File: src/rtl/issue_sched.sv
`default_nettype none
// ============================================================================
// Module   : issue_sched
// Brief    : Issue scheduler for ALU, multiplier and memory ports with a
//            multiplier occupancy counter. Define ISSUE_SCHED_RR_EN for
//            round-robin arbitration; the default is fixed lowest-index priority.
// Revision : 1.0 - initial release
// ============================================================================
module issue_sched #(
    parameter int RS_SZ    = 5,
    parameter int MULT_LAT = 4
) (
    input  logic                       clock,
    input  logic                       reset_n,
    input  logic [RS_SZ-1:0]           req_valid,
    input  logic [RS_SZ-1:0][1:0]      req_fu,
    input  logic                       mem_ready,
    input  logic                       flush,
    output logic                       alu_gnt,
    output logic                       mult_gnt,
    output logic                       mem_gnt,
    output logic [$clog2(RS_SZ)-1:0]   alu_idx,
    output logic [$clog2(RS_SZ)-1:0]   mult_idx,
    output logic [$clog2(RS_SZ)-1:0]   mem_idx,
    output logic                       mult_busy,
    output logic                       mult_done,
    output logic [$clog2(RS_SZ)-1:0]   mult_done_idx
);

    localparam int                 c_IDX_W    = $clog2(RS_SZ);
    localparam int                 c_CNT_W    = 4;
    localparam logic [1:0]         c_FU_ALU   = 2'd0;
    localparam logic [1:0]         c_FU_MULT  = 2'd1;
    localparam logic [1:0]         c_FU_LOAD  = 2'd2;
    localparam logic [1:0]         c_FU_STORE = 2'd3;

    // Returns {found, index}: first requester at or above ptr, else the
    // lowest-index requester (wrap-around search).
    function automatic logic [c_IDX_W:0] f_pick(
        input logic [RS_SZ-1:0]   req,
        input logic [c_IDX_W-1:0] ptr
    );
        logic               hi_found;
        logic               any_found;
        logic [c_IDX_W-1:0] hi_idx;
        logic [c_IDX_W-1:0] any_idx;
        hi_found  = 1'b0;
        any_found = 1'b0;
        hi_idx    = '0;
        any_idx   = '0;
        for (int i = RS_SZ - 1; i >= 0; i--) begin
            if (req[c_IDX_W'(i)]) begin
                any_found = 1'b1;
                any_idx   = c_IDX_W'(i);
                if (c_IDX_W'(i) >= ptr) begin
                    hi_found = 1'b1;
                    hi_idx   = c_IDX_W'(i);
                end
            end
        end
        return hi_found ? {1'b1, hi_idx} : {any_found, any_idx};
    endfunction

    logic [RS_SZ-1:0]   w_alu_req;
    logic [RS_SZ-1:0]   w_mult_req;
    logic [RS_SZ-1:0]   w_mem_req;
    logic [c_IDX_W-1:0] w_alu_ptr;
    logic [c_IDX_W-1:0] w_mult_ptr;
    logic [c_IDX_W-1:0] w_mem_ptr;
    logic [c_IDX_W:0]   w_alu_pick;
    logic [c_IDX_W:0]   w_mult_pick;
    logic [c_IDX_W:0]   w_mem_pick;

    logic [c_CNT_W-1:0] r_mult_cnt;
    logic [c_IDX_W-1:0] r_mult_tag;
    logic               r_mult_done;
    logic [c_IDX_W-1:0] r_mult_done_idx;

    // Each entry carries exactly one FU class, so the three request sets are
    // disjoint and no entry can be granted twice in a cycle.
    for (genvar g = 0; g < RS_SZ; g++) begin : g_req
        assign w_alu_req[g]  = req_valid[g] && (req_fu[g] == c_FU_ALU);
        assign w_mult_req[g] = req_valid[g] && (req_fu[g] == c_FU_MULT);
        assign w_mem_req[g]  = req_valid[g] &&
                               ((req_fu[g] == c_FU_LOAD) || (req_fu[g] == c_FU_STORE));
    end

`ifdef ISSUE_SCHED_RR_EN
    localparam logic [c_IDX_W-1:0] c_LAST_IDX = c_IDX_W'(RS_SZ - 1);

    logic [c_IDX_W-1:0] r_alu_ptr;
    logic [c_IDX_W-1:0] r_mult_ptr;
    logic [c_IDX_W-1:0] r_mem_ptr;

    function automatic logic [c_IDX_W-1:0] f_next(input logic [c_IDX_W-1:0] idx);
        return (idx == c_LAST_IDX) ? '0 : idx + 1'b1;
    endfunction

    always_ff @(posedge clock or negedge reset_n) begin
        if (!reset_n) begin
            r_alu_ptr  <= '0;
            r_mult_ptr <= '0;
            r_mem_ptr  <= '0;
        end else begin
            if (alu_gnt)  r_alu_ptr  <= f_next(alu_idx);
            if (mult_gnt) r_mult_ptr <= f_next(mult_idx);
            if (mem_gnt)  r_mem_ptr  <= f_next(mem_idx);
        end
    end

    assign w_alu_ptr  = r_alu_ptr;
    assign w_mult_ptr = r_mult_ptr;
    assign w_mem_ptr  = r_mem_ptr;
`else
    assign w_alu_ptr  = '0;
    assign w_mult_ptr = '0;
    assign w_mem_ptr  = '0;
`endif

    assign w_alu_pick  = f_pick(w_alu_req,  w_alu_ptr);
    assign w_mult_pick = f_pick(w_mult_req, w_mult_ptr);
    assign w_mem_pick  = f_pick(w_mem_req,  w_mem_ptr);

    assign alu_gnt  = !flush && w_alu_pick[c_IDX_W];
    assign mult_gnt = !flush && !mult_busy && w_mult_pick[c_IDX_W];
    assign mem_gnt  = !flush && mem_ready && w_mem_pick[c_IDX_W];

    assign alu_idx  = alu_gnt  ? w_alu_pick[c_IDX_W-1:0]  : '0;
    assign mult_idx = mult_gnt ? w_mult_pick[c_IDX_W-1:0] : '0;
    assign mem_idx  = mem_gnt  ? w_mem_pick[c_IDX_W-1:0]  : '0;

    // Completion fires off the 1->0 step; a flush in that same cycle cancels it.
    always_ff @(posedge clock or negedge reset_n) begin
        if (!reset_n) begin
            r_mult_cnt      <= '0;
            r_mult_tag      <= '0;
            r_mult_done     <= 1'b0;
            r_mult_done_idx <= '0;
        end else begin
            if (flush)
                r_mult_cnt <= '0;
            else if (mult_gnt)
                r_mult_cnt <= c_CNT_W'(MULT_LAT);
            else if (r_mult_cnt != '0)
                r_mult_cnt <= r_mult_cnt - 1'b1;

            if (mult_gnt)
                r_mult_tag <= mult_idx;

            r_mult_done <= !flush && (r_mult_cnt == c_CNT_W'(1));
            if (!flush && (r_mult_cnt == c_CNT_W'(1)))
                r_mult_done_idx <= r_mult_tag;
        end
    end

    assign mult_busy     = (r_mult_cnt != '0);
    assign mult_done     = r_mult_done;
    assign mult_done_idx = r_mult_done_idx;

endmodule
`default_nettype wire

File: config.mk
export PLATFORM = sky130hd
export DESIGN_NAME = issue_sched
export DESIGN_NICKNAME = d
export VERILOG_FILES = /design/src/rtl/issue_sched.sv
export SDC_FILE = /design/constraint.sdc
export NUM_CORES = 1
export LEC_CHECK = 0
export CAP_MARGIN = 30
export CORE_UTILIZATION = 31
export CTS_BUF_LIST = sky130_fd_sc_hd__clkbuf_16
export CTS_CLUSTER_SIZE = 30
export DETAILED_ROUTE_END_ITERATION = 8
export GPL_TIMING_DRIVEN = 0
export HOLD_SLACK_MARGIN = 0.03
export PLACE_DENSITY = 0.73
export SLEW_MARGIN = 5
export SYNTH_ARGS = -nofsm -noshare
export SYNTH_HDL_FRONTEND = slang
export SYNTH_SLANG_ARGS = --single-unit
File: constraint.sdc
create_clock -name clock -period 1.15 [get_ports clock]
set_input_delay 0.2875 -clock clock [delete_from_list [all_inputs] [get_ports clock]]
set_output_delay 0.2875 -clock clock [all_outputs]
set_load 0.1 [all_outputs]
=== Yosys cells after proc, flatten, opt, wreduce, memory -nomap -nowiden ===
Cells that the tools add are included.

* Register bits after elaboration: 11
* Output and inout bits: 17
* Bits of input ports: 19
* Word-level logic and storage cells: 93

* Mux-type cells: 45
* $add $sub $neg: 1
* Equal/unequal tests: 13
* Reductions and logical operators: 30

{| class="wikitable"
|+ Operator list
! cell !! number
|-
| $mux W3 || 27
|-
| $mux W4 || 6
|-
| $logic_and A1 B1 Y1 || 18
|-
| $eq A2 B2 Y1 const B || 8
|-
| $mux W1 || 12
|-
| $eq A2 B1 Y1 const B || 4
|-
| $logic_not A2 Y1 || 4
|-
| $eq A4 B1 Y1 const B || 1
|-
| $logic_or A1 B1 Y1 || 4
|-
| $reduce_bool A4 Y1 || 1
|-
| $sub A4 B1 Y4 const B || 1
|-
| $reduce_bool A3 Y1 || 1
|-
| $logic_not A1 Y1 || 2
|}

=== Depth between registers and ports, before layout ===
* Word-level depth: 10
* Gate-level depth with buffers: 6
* Depth with buffers taken out: 6

=== Worst setup path before layout ===
OpenSTA, ideal clock, no wires.

* Path kind: input to output
* Start: in flush
* End: out mem_idx[0]
* Arrival time: 2.503 ns
* Data required time: 0.863 ns
* Buffers on the path: 0
* Stages: 3
* Setup slack: -1.640 ns
* Cells stage by stage: and2b_2 > nand2_1 > a31oi_1

* Word-level cells in the longest chain between the ends: 4

{| class="wikitable"
|+ Ends and longest elaborated chain
! what !! RTL line !! source
|-
| start: declaration || 18 || <nowiki>input logic flush,</nowiki>
|-
| $logic_not A1 Y1 || 126 || <nowiki>assign mem_gnt = !flush && mem_ready && w_mem_pick[c_IDX_W];</nowiki>
|-
| $logic_and A1 B1 Y1 (2 in series) || 126 ||
|-
| $mux W3 || 130 || <nowiki>assign mem_idx = mem_gnt ? w_mem_pick[c_IDX_W-1:0] : '0;</nowiki>
|-
| end: declaration || 24 || <nowiki>output logic [$clog2(RS_SZ)-1:0] mem_idx,</nowiki>
|}

Every way passes these cells.

=== Final worst setup path ===
* Start: reg r_mult_cnt[0]
* End: out mult_idx[0]

* Word-level cells in the longest chain between the ends: 5

{| class="wikitable"
|+ Ends and longest elaborated chain
! what !! RTL line !! source
|-
| start: declaration || 74 || <nowiki>logic [c_CNT_W-1:0] r_mult_cnt;</nowiki>
|-
| start signal: assignment || 143 || <nowiki>r_mult_cnt <= c_CNT_W'(MULT_LAT);</nowiki>
|-
| start signal: assignment || 145 || <nowiki>r_mult_cnt <= r_mult_cnt - 1'b1;</nowiki>
|-
| $reduce_bool A4 Y1 || 156 || <nowiki>assign mult_busy = (r_mult_cnt != '0);</nowiki>
|-
| $logic_not A1 Y1 || 125 || <nowiki>assign mult_gnt = !flush && !mult_busy && w_mult_pick[c_IDX_W];</nowiki>
|-
| $logic_and A1 B1 Y1 (2 in series) || 125 ||
|-
| $mux W3 || 129 || <nowiki>assign mult_idx = mult_gnt ? w_mult_pick[c_IDX_W-1:0] : '0;</nowiki>
|-
| end: declaration || 23 || <nowiki>output logic [$clog2(RS_SZ)-1:0] mult_idx,</nowiki>
|}

Every way passes these cells.

==> impl_metrics.ini <==
[status]
status = finished with violations
violations = setup timing

[timing]
post-route-min-period_ps = 1730
skew_ps = 5.10
rsz0062_at_grt = true
fin_ws_ps = -584
finalCritPeriodShare_pct = 151
fmax_mhz = 577
slew_viol_final = 0
fin_hold_ws_ps = 232
hold_viol = 0
setup_tns_ps = -3940
setup_viol = 15

[synthesis]
seq_area_frac_synth_pct = 41.1
yosysTopAreaCell = dfrtp_1
netlist_instances = 56
syn-cell-area_sq_um = 548
synth-seq-cells = 9
yosys_warnings = 0
ys_types = 27
yosysTopAreaCellShare_pct = 41.1
avgSynthCellArea_sq_um = 9.79
synthTopCellsByArea = dfrtp_1 41%, ha_1 6.8%, buf_4 5.5%

[route]
drt_iter0_drc = 14
drtPass1Iterations = 6
wl_microns = 2180
vias = 596
drc_errors = 0
antenna_left = 0
vias_per_cell = 4.89
wl_per_cell_microns = 17.8

[floorplan]
start_util_pct = 34.8
die-area_sq_um = 1940
rows = 14
die_w_microns = 44.0
ioPinCount = 36
core-area_sq_um = 1580
die_h_microns = 44.0

[global_route]
grtUsageTotal_pct = 21.4
grt-ovfl-total = 0
grt_pass1_vias = 595
grt_max_degree = 10
grt_antenna_before_repair = 0
grt_pass1_wl_microns = 2930

[finish]
n_antenna_cell = 0
fin_area_sq_um = 1370
multi_input_area_sq_um = 487
fillCellCount = 73
seq_area_sq_um = 229
final_cell_mix = 20 x buf_4, 9 x buf_12, 8 x buf_6
drive_above_1_share_pct = 77.4
layout_commonest_cell = buf_4
final_nets = 129
syn_to_final_growth_pct = 150

[power]
power.density_nw_per_um2 = 2850
p_total_mw = 3.90
p_leak_nw = 0.627
ir_drop_uv = 2290

[critical_path]
cp.arrival_ps = 1450
cp-end-kind = primary output
crit_fanout = 4
crit_type = flip-flop to primary output
worstPathRequired_ps = 860
worstSetupStartpointType = flip-flop

[place]
place_area_sq_um = 966
numPortBuffers = 25
place_hpwl_microns = 1020
pre_cts_slack_ps = -1790
gp_congestion = 0.692

[job]
cap_violations = 0

[worst_hold_path]
hold_path.class = input port to flip-flop

[cts]
cts.sinks = 9
cts_tree = built
cts_buffers = 3
cts.path.max_buffers = 2
root_buffer = clkbuf_16
clk_pin_slew_ps = 40
cts_hold_buf = 0
clk_latency_ps = 240
htree_levels = 1
-- report_power, final --
part,total (mW),leakage [nW],internal [mW],switching (mW)
Clock,0.619,0.0423,0.456,0.163
Combinational,2.67,0.475,1.07,1.60
Sequential,0.611,0.110,0.466,0.145
-- worst max-delay path, stage by stage, from the launching register on --
cell and delay (ps):
dfrtp_1 400, inv_2 110, ha_4 170, nand2_4 80
clkinv_8 60, o21ai_4 80, nor2_4 110, buf_12 180
-- synth_stat cells --
library cell,n
inv_1,4
nand2_1,5
and3_1,1
mux2i_1,1
nor3_2,1
conb_1,1
o2bb2ai_1,2
nor2_1,7
dfrtp_1,9
nand2b_1,1
o21ai_2,1
and4bb_2,1
nor4b_1,1
nor3b_1,1
nor3_1,1
xnor2_1,1
and2_4,1
buf_4,4
and2b_2,1
o21ai_0,2
mux2_4,2
and3b_1,1
ha_1,3
a31oi_1,1
a21oi_1,1
a211oi_1,1
clkinv_2,1
-- flip-flops by register name (all words and copies together), names as in the netlist --
name	flops
r_mult_cnt	4
mult_done	1
mult_done_idx	2
r_mult_tag	2
-- stage by stage --
step	util (%)	std cells
final	86.7	122
after global routing	86.7	122
after CTS	80.2	116
after detailed placement	61.3	100
after global placement	61.3	100
after floorplan	-	59
-- per-layer routing --
metal / share of wire [%] / GRT usage (%) / vias up
met2: 51 / 33.5 / 25
met3: 4.7 / 4.90 / 6
met4: 2.8 / 11.5 / 0
li1: - / - / 283
met5: 0 / 0 / -
met1: 41 / 27.2 / 282
-- logic make-up after synthesis --
logic type	after synthesis	share of synthesized area, %
flops	9	41.1
simple gates	22	23.3
mux	3	7.31
xor+xnor	1	1.60
buf+inv	9	9.13
fa+ha+maj	3	6.85
other cells	1	0.684
compound gates	8	10.0
-- timing repair --
item                       4_1_cts  5_1_grt
pin swaps                       12        4
setup endpoints to repair       20       15
resized for setup              164       12
setup buffers                   12        8
-- cell type report --
| type | instances | area share, % |
|---|---|---|
| Inverter | 5 | 2.56 |
| Clock inverter | 1 | 0.274 |
| Sequential cell | 9 | 16.7 |
| Buffer | 4 | 2.20 |
| Tap cell | 16 | 1.46 |
| Timing Repair Buffer | 43 | 35.7 |
| Clock buffer | 3 | 5.49 |
| Multi-Input combinational cell | 41 | 35.6 |
-- path summary, 6_finish.rpt --
| kind | slack [ps] | cells past startpoint | from | to |
|---|---|---|---|---|
| worst max-delay path | -580 | 7 | r_mult_cnt[0] | mult_idx[0] |
| worst min-delay path | 230 | 2 | flush | r_mult_cnt[3] |
| worst max register to register | -230 | 8 | r_mult_cnt[0] | r_mult_tag[1] |
| worst min register to register | 510 | 1 | r_mult_tag[0] | r_mult_tag[0] |
| max in group asynchronous | 410 | 1 | reset_n | mult_done_idx[0] |
| min in group asynchronous | 380 | 1 | reset_n | r_mult_cnt[2] |
Power figures use the tool's default switching activity.
